<file path="src/rtl/bcd_count_ctrl_if.sv">
// bcd_count_ctrl_if: command/display bundle for bcd_count_ctrl.
//   i_start, i_stop, i_clear : single-cycle debounced command pulses
//   i_dir                    : count direction, 1 = down (only with BCD_COUNT_CTRL_DOWN_EN)
//   o_bcd                    : 4-digit BCD count, thousands in [15:12]
//   o_digit, o_an            : scanned digit value and active-low anode select
//   o_running, o_ovf         : RUN indicator and one-cycle 9999/0000 boundary pulse
interface bcd_count_ctrl_if;
   logic        i_start, i_stop, i_clear;
`ifdef BCD_COUNT_CTRL_DOWN_EN
   logic        i_dir;
`endif
   logic [15:0] o_bcd;
   logic [3:0]  o_digit, o_an;
   logic        o_running, o_ovf;
`ifdef BCD_COUNT_CTRL_DOWN_EN
   modport master(output i_start, i_stop, i_clear, i_dir, input o_bcd, o_digit, o_an, o_running, o_ovf);
   modport slave(input i_start, i_stop, i_clear, i_dir, output o_bcd, o_digit, o_an, o_running, o_ovf);
`else
   modport master(output i_start, i_stop, i_clear, input o_bcd, o_digit, o_an, o_running, o_ovf);
   modport slave(input i_start, i_stop, i_clear, output o_bcd, o_digit, o_an, o_running, o_ovf);
`endif
endinterface

</file>
<file path="src/rtl/bcd_count_ctrl.sv">
// bcd_count_ctrl: start/stop/clear sequencer for a 0-9999 BCD counter with 4-digit display scan.
//   clk : system clock, rising edge
//   rst : synchronous active-high reset
//   bus : bcd_count_ctrl_if.slave (commands in, count/scan/status out)
//   Optional macro BCD_COUNT_CTRL_DOWN_EN adds bus.i_dir for down counting.
module bcd_count_ctrl #(
   parameter int TICK_DIV = 500000,
   parameter int SCAN_DIV = 50000,
   parameter bit WRAP     = 1'b1
) (
   input logic clk,
   input logic rst,
   bcd_count_ctrl_if.slave bus
);
   localparam int TW = $clog2(TICK_DIV);
   localparam int SW = $clog2(SCAN_DIV);
   typedef enum logic [1:0] {IDLE, RUN, PAUSE, HOLD} state_t;
   state_t        r_state, w_next;
   logic [TW-1:0] r_tick_cnt;
   logic [SW-1:0] r_scan_cnt;
   logic [15:0]   r_bcd, w_step;
   logic [3:0]    r_an;
   logic          r_running, r_ovf;
   logic          w_down, w_tick, w_bound, w_sat, w_c, w_scan_wrap;
`ifdef BCD_COUNT_CTRL_DOWN_EN
   assign w_down = bus.i_dir;
`else
   assign w_down = 1'b0;
`endif
   assign w_tick      = (r_state == RUN) && (r_tick_cnt == TW'(TICK_DIV - 1));
   assign w_bound     = w_down ? (r_bcd == 16'h0000) : (r_bcd == 16'h9999);
   assign w_sat       = w_tick && w_bound && !WRAP;
   assign w_scan_wrap = r_scan_cnt == SW'(SCAN_DIV - 1);
   // Ripple carry/borrow across digits; at the boundary this naturally yields the wrapped value.
   always_comb begin
      w_c    = 1'b1;
      w_step = r_bcd;
      for (int k = 0; k < 4; k++) begin
         w_step[4*k +: 4] = !w_c ? r_bcd[4*k +: 4] :
                            w_down ? (r_bcd[4*k +: 4] == 4'd0 ? 4'd9 : r_bcd[4*k +: 4] - 4'd1) :
                                     (r_bcd[4*k +: 4] == 4'd9 ? 4'd0 : r_bcd[4*k +: 4] + 4'd1);
         w_c = w_c && (r_bcd[4*k +: 4] == (w_down ? 4'd0 : 4'd9));
      end
   end
   // Commands rank clear > stop > start; saturation outranks a coincident stop.
   always_comb begin
      w_next = r_state;
      if (bus.i_clear) w_next = IDLE;
      else if (r_state == IDLE) w_next = (bus.i_start && !bus.i_stop) ? RUN : IDLE;
      else if (r_state == RUN) w_next = w_sat ? HOLD : bus.i_stop ? PAUSE : RUN;
      else if (r_state == PAUSE) w_next = (bus.i_start && !bus.i_stop) ? RUN : PAUSE;
   end
   always_ff @(posedge clk) begin
      if (rst) begin
         r_state    <= IDLE;
         r_bcd      <= 16'h0000;
         r_tick_cnt <= '0;
         r_scan_cnt <= '0;
         r_an       <= 4'b1110;
         r_running  <= 1'b0;
         r_ovf      <= 1'b0;
      end else begin
         r_state    <= w_next;
         r_running  <= w_next == RUN;
         r_ovf      <= w_tick && w_bound && !bus.i_clear;
         r_scan_cnt <= w_scan_wrap ? '0 : r_scan_cnt + SW'(1);
         if (w_scan_wrap) r_an <= {r_an[2:0], r_an[3]};
         if (bus.i_clear) begin
            r_bcd      <= 16'h0000;
            r_tick_cnt <= '0;
         end else if (w_tick) begin
            r_bcd      <= w_sat ? r_bcd : w_step;
            r_tick_cnt <= '0;
         end else if (r_state == RUN && !bus.i_stop) r_tick_cnt <= r_tick_cnt + TW'(1);
         else if (r_state == IDLE) r_tick_cnt <= '0;
      end
   end
   assign bus.o_bcd     = r_bcd;
   assign bus.o_an      = r_an;
   assign bus.o_running = r_running;
   assign bus.o_ovf     = r_ovf;
   assign bus.o_digit   = !r_an[0] ? r_bcd[3:0] : !r_an[1] ? r_bcd[7:4] : !r_an[2] ? r_bcd[11:8] : r_bcd[15:12];
endmodule
</file>
<file path="src/flat_wrapper.sv">
// flat-port wrapper written by rule: the top's interface ports become plain ports
module bcd_count_ctrl_flat 
#(
   parameter int TICK_DIV = 500000,
   parameter int SCAN_DIV = 50000,
   parameter bit WRAP     = 1'b1
)
  (clk, rst, bus_i_start, bus_i_stop, bus_i_clear, bus_o_bcd, bus_o_digit, bus_o_an, bus_o_running, bus_o_ovf);
  bcd_count_ctrl_if bus_i ();
  input logic clk;
  input logic rst;
  input wire logic [$bits(bus_i.i_start)-1:0] bus_i_start;
  input wire logic [$bits(bus_i.i_stop)-1:0] bus_i_stop;
  input wire logic [$bits(bus_i.i_clear)-1:0] bus_i_clear;
  output wire logic [$bits(bus_i.o_bcd)-1:0] bus_o_bcd;
  output wire logic [$bits(bus_i.o_digit)-1:0] bus_o_digit;
  output wire logic [$bits(bus_i.o_an)-1:0] bus_o_an;
  output wire logic [$bits(bus_i.o_running)-1:0] bus_o_running;
  output wire logic [$bits(bus_i.o_ovf)-1:0] bus_o_ovf;
  assign bus_i.i_start = bus_i_start;
  assign bus_i.i_stop = bus_i_stop;
  assign bus_i.i_clear = bus_i_clear;
  assign bus_o_bcd = bus_i.o_bcd;
  assign bus_o_digit = bus_i.o_digit;
  assign bus_o_an = bus_i.o_an;
  assign bus_o_running = bus_i.o_running;
  assign bus_o_ovf = bus_i.o_ovf;
  bcd_count_ctrl #(.TICK_DIV(TICK_DIV), .SCAN_DIV(SCAN_DIV), .WRAP(WRAP)) u_core (.clk(clk), .rst(rst), .bus(bus_i));
endmodule
</file>
<file path="config.mk">
export PLATFORM = sky130hd
export DESIGN_NAME = bcd_count_ctrl_flat
export DESIGN_NICKNAME = d
export VERILOG_FILES = /design/src/rtl/bcd_count_ctrl_if.sv /design/src/rtl/bcd_count_ctrl.sv /design/src/flat_wrapper.sv
export SDC_FILE = /design/constraint.sdc
export NUM_CORES = 1
export LEC_CHECK = 0
export ABC_AREA = 1
export BUFFER_PORTS_ARGS = -buffer_cell sky130_fd_sc_hd__buf_4
export CAP_MARGIN = 25
export CORE_ASPECT_RATIO = 0.5
export CORE_UTILIZATION = 45
export CTS_CLUSTER_SIZE = 14
export DETAILED_ROUTE_END_ITERATION = 8
export HOLD_SLACK_MARGIN = 0.12
export PLACE_DENSITY = 0.72
export REMOVE_ABC_BUFFERS = 1
export SLEW_MARGIN = 25
export SYNTH_ARGS = -nofsm -noshare
export SYNTH_HDL_FRONTEND = slang
export SYNTH_SLANG_ARGS = --single-unit
</file>
<file path="constraint.sdc">
create_clock -name clk -period 1.58 [get_ports clk]
set_clock_uncertainty 0.05 [all_clocks]
set_input_delay 0.079 -clock clk [delete_from_list [all_inputs] [get_ports clk]]
set_output_delay 0.079 -clock clk [all_outputs]
set_load 0.1 [all_outputs]
</file>
======== Yosys cells after proc, flatten, opt, wreduce, memory -nomap -nowiden ========
Index checks and enable logic that the tools add are counted.
word-level totals
  bits in registers ....................... 59
  latch bits .............................. 0
  memory bits (read-only) ................. 0
  memories ................................ 0
  input port bits ......................... 5
  logic and storage cells ................. 59
  memory bits (writable) .................. 0
  output and inout bits ................... 26
operators by class
  reductions and logical operators ........ 17
  shift operators ......................... 0
  order comparisons ....................... 0
  multiplexer cells ....................... 16
  bitwise gates (word level) .............. 0
  equality and inequality tests ........... 10
  divide/modulo/power cells ............... 0
  multipliers ............................. 0
  $add $sub $neg .......................... 6
operators with widths
  operator                 number
  $mux W19                 2
  $eq A16 B16 Y1 const B   2
  $mux W4                  7
  $add A19 B1 Y19 const B  1
  $eq A19 B19 Y1 const B   1
  $add A16 B1 Y16 const B  1
  $add A4 B1 Y4 const B    4
  $eq A4 B4 Y1 const B     4
  $mux W2                  6
  $logic_and A1 B1 Y1      7
  $reduce_and A2 Y1        3
  $eq A2 B1 Y1 const B     2
  $reduce_or A2 Y1         2
  $reduce_or A3 Y1         1
  $eq A2 B2 Y1 const B     1
  $logic_not A1 Y1         2
  $logic_not A2 Y1         1
  $reduce_bool A2 Y1       1
  $mux W1                  1

======== Longest topological paths before layout ========
Gate-level depths: netlist (run 1).
  word-level depth ........................ 8
  depth in mapped cells ................... 11
  mapped depth without buffers ............ 10

======== Least setup slack after synthesis (run 1) ========
No wires, ideal clock.
  kind .................................... register to output
  from .................................... register u_core.r_an[1], in the netlist u_core.bus.o_an[1]
  to ...................................... output port bus_o_digit[0]
  path buffers ............................ 0
  required time ........................... 1.451 ns
  slack ................................... -1.743 ns
  cell stages (with the launch flop) ...... 5
  data arrival time ....................... 3.194 ns
  cell sequence ........................... dfxtp_1 clkinv_1 a21oi_1 o21ai_0 a22oi_1
on the way
  cells in the longest elaborated chain, start to end .. 2
ends and longest elaborated chain
  item                    RTL line              text
  start, declared         bcd_count_ctrl.sv:22  logic [3:0] r_an;
  start signal, assigned  bcd_count_ctrl.sv:67  if (w_scan_wrap) r_an <= {r_an[2:0], r_an[3]};
  $mux W4 (2 in series)   bcd_count_ctrl.sv:82  assign bus.o_digit = !r_an[0] ? r_bcd[3:0] : !r_an[1] ? r_bcd[7:4] : !r_an[2] ? r_bcd[11:8] : r_bcd[15:12];
  end, declared           flat_wrapper.sv:16    output wire logic [$bits(bus_i.o_digit)-1:0] bus_o_digit;
No other way between the ends.

======== Worst setup path in the final report (run 1) ========
  from .................................... register u_core.r_tick_cnt[7]
  to ...................................... register u_core.r_bcd[4], in the netlist u_core.bus.o_bcd[4]
on the way
  cells in the longest elaborated chain, start to end .. 3
ends and longest elaborated chain
  item                                RTL line              text
  start, declared                     bcd_count_ctrl.sv:19  logic [TW-1:0] r_tick_cnt;
  start signal, assigned              bcd_count_ctrl.sv:74  end else if (r_state == RUN && !bus.i_stop) r_tick_cnt <= r_tick_cnt + TW'(1);
  $eq A19 B19 Y1                      bcd_count_ctrl.sv:30  assign w_tick = (r_state == RUN) && (r_tick_cnt == TW'(TICK_DIV - 1));
  $logic_and A1 B1 Y1                 bcd_count_ctrl.sv:30
  $reduce_and A2 Y1 (no source line)  -
  end signal, assigned                bcd_count_ctrl.sv:72  r_bcd <= w_sat ? r_bcd : w_step;
  end, declared                       bcd_count_ctrl.sv:21  logic [15:0] r_bcd, w_step;
No other way between the ends.
A chain may end at the register's enable or synchronous reset.

==> impl_metrics.ini, run 1 <==
[outcome]
status = complete, no violations

[die]
core_um2 = 6810
initial_core_util_pct = 47.5
die_area_um2 = 7550
die_y_um = 61.9
row_count = 21
io_pins = 31
die_x_um = 122

[logic_synthesis]
synth_top_family_by_area = simple AND/OR/NAND/NOR gates
synth_compound_area_share_pct = 13.9
yosysSeqAreaShare_pct = 36.5
synth_seq_cells = 59
yosys_warnings = 0
async_reset_ff_share_pct = 0
synthAdderAreaFrac_pct = 0.774
synthMuxAreaShare_pct = 0
syn-cell-area_um2 = 3230
synth-xor-area-share_pct = 1.36
avgSynthCellArea_um2 = 6.52
synth-simple-area-share_pct = 37.2
synth_cell_type_count = 37
synth-edff-count = 0
synthCells = 496
synth-main-ff-cell = dfxtp_1

[place]
dp_hpwl_mm = 6.07
dpl_worst_slack_ns = -0.0413
place_congestion = 0.923
numPortBuffers = 30

[layout]
fin_nets = 582
syn_to_final_growth_pct = 40.0
mostFrequentLayoutCell = nand2_1
post-route-util_pct = 66.5
final_cell_mix = 102 x nand2_1, 63 x inv_1, 63 x nor2_1, 61 x buf_4, 42 x dfxtp_1
drive_gt1_share_pct = 30.2
antenna_cells = 0

[grt]
grt_max_degree = 17
grt_use_met3_pct = 8.49
grt_pass1_wl_mm = 13.7
grtUsageMet2_pct = 42.6
grt-busiest-layer = met2
antenna_found_initial = 0
use_met1_pct = 28.4
grt_overflow = 0
grt_util_all_layers_pct = 24.2
grt_pass1_vias = 3031

[clock_network]
clk_latency_ns = 0.34
cts_max_path_buffers = 2
cts.htree.levels = 3
numCtsBuffers = 9
cts_root_buf = clkbuf_16
cts_tree = done
clk_pin_slew_worst_paths_ns = 0.05
cts.sink_count = 59

[sta]
worstMarginPinSlew_ns = 0.452
holdWs_ns = 0.404
fmax_mhz = 646
finalHoldViolCount = 0
worst_slack_ns = 0.0321
setup_viol = 0
slew_headroom_pct = 69.9
fin_crit_sh_pct = 98.0
period_minus_slack_ns = 1.55
rsz0062_at_grt = true
final-max-slew-violation-count = 0

[worst_hold_path]
hp-class = flop to flop

[routing]
drtIter0Drc = 228
ant_nets = 0
via_per_inst = 5.24
vias = 3515
drc = 0
wl_per_cell_um = 13.5
drt_pass1_iterations = 5
wirelength_mm = 9.06

[worst_setup_path]
critPathSlowestCell = dfxtp_1
path_cells = inv_1, nand2_1, nor2_2, nand3_2, nor2_4, buf_12, nand2_4, o21ai_2, nor2_1
worstSetupPathType = flop to flop
crit_path_end_kind = flop
worst-path-max-fanout = 5
crit_family = simple AND/OR/NAND/NOR gates
arrival_ns = 1.72
max_stage_delay_ns = 0.34
start_kind = flop
worstPathRequired_ns = 1.75
crit_buf_inv = 2

[power]
p_leak_nw = 1.78
vdd_drop_max_v = 0.000530
p_per_area_nw_per_um2 = 787
finalPower_mw = 3.56

[flow_run]
cap_violations = 0
cells by family (layout without fill, tap and decap cells):
logic type | after synthesis | count (layout)
xor gates and xnor gates | 5 | 5
buffers and inverters | 80 | 163
and+or+nand+nor | 270 | 270
adders and majority gates | 2 | 2
AOI/OAI and AO/OA | 80 | 80
DFF | 59 | 59
power breakdown:
group | switching (mW) | leakage [nW] | internal (mW) | total, mW
clock network | 0.654 | 0.146 | 1.29 | 1.95
registers | 0.00932 | 0.483 | 1.50 | 1.51
logic | 0.0619 | 1.15 | 0.0491 | 0.111
repair_timing:
item,4_1_cts,5_1_grt
endpoints found under the setup margin,13,59
cloned,0,1
setup buffers,3,2
endpoints found under the hold margin,9,0
pin swaps,4,21
resized for setup,27,69
hold buffers,5,0
state kept, by name (all words and copies together), names as in the netlist:
register	cells
u_core.r_scan_cnt	16
u_core.r_state	2
u_core.bus.o_running	1
u_core.bus.o_an	4
u_core.bus.o_ovf	1
u_core.bus.o_bcd	16
u_core.r_tick_cnt	19
cells in the mapped netlist (3+ instances only):
cell,count,share of area (%)
inv_1,68,7.9
dfxtp_1,59,37
a31oi_1,3,0.58
buf_6,3,1.0
nor2_1,74,8.6
nand2_2,5,0.97
nor3_1,13,2.0
o21ai_0,16,2.5
o21ai_1,4,0.62
a22oi_1,8,1.9
inv_2,3,0.35
nor3b_1,3,0.70
nand2_1,109,13
o211ai_1,3,0.70
xor2_1,4,1.1
nand3_1,36,5.6
nand4_1,11,2.1
nor2_2,10,1.9
a21oi_1,39,6.0
cell type report:
class | instances | area (um^2)
inverters | 73 | 284
flip-flops and latches | 59 | 1210
repair buffers | 75 | 662
clock inverters | 2 | 35.0
well taps | 92 | 115
multi-input cells | 357 | 1960
fillers | 571 | 2280
clock buffers | 13 | 260
through the flow:
step | std cells | area, um^2 | TNS (ns)
2_1_floorplan | 489 | 3180 | -13.94
3_3_place_gp | 645 | 3810 | 0
3_5_place_dp | 645 | 3810 | -0.119
4_1_cts | 668 | 4250 | 0
5_1_grt | 671 | 4530 | -0.808
6_report | 671 | 4530 | 0
path summary, 6_finish.rpt:
check | startpoint | slack [ns] | endpoint | cells after the start
worst min register to register | u_core.r_scan_cnt[0] | 0.40 | u_core.r_scan_cnt[0] | 1
worst min-delay path | u_core.r_scan_cnt[0] | 0.40 | u_core.r_scan_cnt[0] | 1
worst max-delay path | u_core.r_tick_cnt[7] | 0.03 | u_core.bus.o_bcd[4] | 9
worst max register to register | u_core.r_tick_cnt[7] | 0.03 | u_core.bus.o_bcd[4] | 9
worst reg2reg max path: stages, from the launching register on:
cell	delay, ns
dfxtp_1	0.34
inv_1	0.10
nand2_1	0.11
nor2_2	0.15
nand3_2	0.11
nor2_4	0.21
buf_12	0.15
nand2_4	0.05
o21ai_2	0.12
nor2_1	0.06
metal layers:
| metal | share of wire, % | wire length (um) |
|---|---|---|
| met2 | 50 | 4500 |
| met1 | 45 | 4040 |
| met5 | 0 | 0 |
| met3 | 4.8 | 435 |
| met4 | 0.98 | 89 |
No activity file was read; power rests on OpenSTA's default activity.
==> run 2: changes to the inputs <==
CAP_MARGIN = not set   (was 25)
PLACE_DENSITY = 0.69   (was 0.72)
clock period = 1.7 ns   (was 1.58 ns; I/O delays follow)
==> run 2 against run 1 <==
Compared with the run above: global-route usage down 1.2 points; sequential power down 8%; die area unchanged; via count down 6.8%.
==> impl_metrics.ini, run 2 (synthesis gave the netlist of run 1 again) <==
[outcome]
status = complete, no violations

[clock_network]
cts_root_buf = clkbuf_16
numCtsBuffers = 9
cts.sink_count = 59
cts_max_path_buffers = 2
clk_pin_slew_worst_paths_ns = 0.05
cts.htree.levels = 3
cts_tree = done
clk_latency_ns = 0.34

[worst_hold_path]
whs_path_depth = 4
hp-class = input port to flop
worstHoldStart = bus_i_stop
min_to = u_core.r_state[0]

[layout]
syn_to_final_growth_pct = 31.2
drive_gt1_share_pct = 20.3
fill_cells = 624
fin_nets = 564
antenna_cells = 0
largest_reg_flops = 19
top_register = u_core.r_tick_cnt
final_cell_mix = 108 x nand2_1, 70 x nor2_1, 67 x inv_1, 51 x dfxtp_1, 45 x buf_4
mostFrequentLayoutCell = nand2_1

[die]
io_pins = 31
die_y_um = 61.9
core_um2 = 6810
die_x_um = 122
row_count = 21
die_area_um2 = 7550
initial_core_util_pct = 47.5

[sta]
rsz0062_at_grt = true
holdWs_ns = 0.138
slew_headroom_pct = 63.0
fmax_mhz = 615
setup_tns_ns = 0
worst_slack_ns = 0.0731
setup_viol = 0
final-max-slew-violation-count = 0
period_minus_slack_ns = 1.63
fin_crit_sh_pct = 95.7
worstMarginPinSlew_ns = 0.553
finalHoldViolCount = 0

[grt]
antenna_found_initial = 0
grt_overflow = 0
grt_max_degree = 17
grt_pass1_vias = 2862
grt_util_all_layers_pct = 23.0
grt_pass1_wl_mm = 13.0

[routing]
drc = 0
top_layer = met4
wirelength_mm = 8.17
wl_met2_mm = 3.77
via_per_inst = 5.01
ant_nets = 0
met1_length_mm = 3.90
vias = 3276
drt_pass1_iterations = 4
wl_per_cell_um = 12.5
drtIter0Drc = 160
wl_met3_um = 394

[worst_setup_path]
start_kind = flop
arrival_ns = 1.49
r2r_start = u_core.r_state[0]
worst-path-max-fanout = 5
r2r_end = u_core.r_state[1]
worstSetupPathType = flop to output port
worstPathRequired_ns = 1.56
rr_worst_depth = 7
crit_path_end_kind = output port
rrSetupSlack_ns = 0.11

[power]
p_leak_nw = 1.65
finalPower_mw = 3.59
p_per_area_nw_per_um2 = 846
vdd_drop_max_v = 0.000642

[flow_run]
cap_violations = 0

[place]
place_congestion = 0.925
dpl_worst_slack_ns = 0.0519
numPortBuffers = 30
dp_hpwl_mm = 5.88
-- run 2: repair_timing --
item	4_1_cts	5_1_grt
pin swaps	1	7
buffers inserted	0	1
gates resized for setup	7	31
hold buffers	5	0
gates cloned	0	1
hold endpoints to repair	9	0
endpoints found under the setup margin	4	50
-- run 2: routing by layer --
metal | track usage (%) | up-vias
met5 | 0 | -
met4 | 7.94 | 0
met3 | 8.67 | 10
met2 | 37.9 | 56
met1 | 28.2 | 1477
li1 | - | 1733
-- run 2: how the worst max path moves through the flow --
stage | endpoint | from | slack, ns | cells past startpoint
2_1_floorplan | bus_o_digit[0] | u_core.bus.o_an[1] | -1.63 | 4
3_3_place_gp | u_core.r_scan_cnt[14] | u_core.r_scan_cnt[0] | 0.09 | 8
3_5_place_dp | u_core.r_tick_cnt[11] | u_core.r_tick_cnt[1] | 0.05 | 10
4_1_cts | bus_o_digit[3] | u_core.bus.o_an[2] | -0.004 | 5
5_1_grt | bus_o_digit[2] | u_core.bus.o_an[1] | -0.02 | 5
6_report | bus_o_digit[2] | u_core.bus.o_an[1] | 0.07 | 5
-- run 2: cell type report --
cell class	count	area [um^2]	area share [%]
Multi-Input combinational cell	357	1810	42.7
Sequential cell	59	1190	28.2
Timing Repair Buffer	57	498	11.7
Inverter	73	279	6.58
Clock buffer	11	243	5.73
Tap cell	92	115	2.72
Clock inverter	5	100	2.36
-- run 2: stage by stage --
stage,std cells,instance area (um^2),util [%]
5_1_grt,654,4240,62.3
3_5_place_dp,631,3690,54.2
3_3_place_gp,631,3690,54.2
4_1_cts,652,4100,60.3
6_report,654,4240,62.3
2_1_floorplan,489,3180,-
-- run 2: report_power, final --
part / switching (mW) / internal (mW)
Clock: 0.643 / 1.47
Sequential: 0.00450 / 1.39
Combinational: 0.0524 / 0.0331
Total: 0.700 / 2.89
-- run 2: critical path, stage by stage, from the launching register on --
cell      delay, ns
dfxtp_2        0.35
clkinv_2       0.09
a21oi_1        0.15
o21ai_0        0.11
a22oi_1        0.18
buf_6          0.26
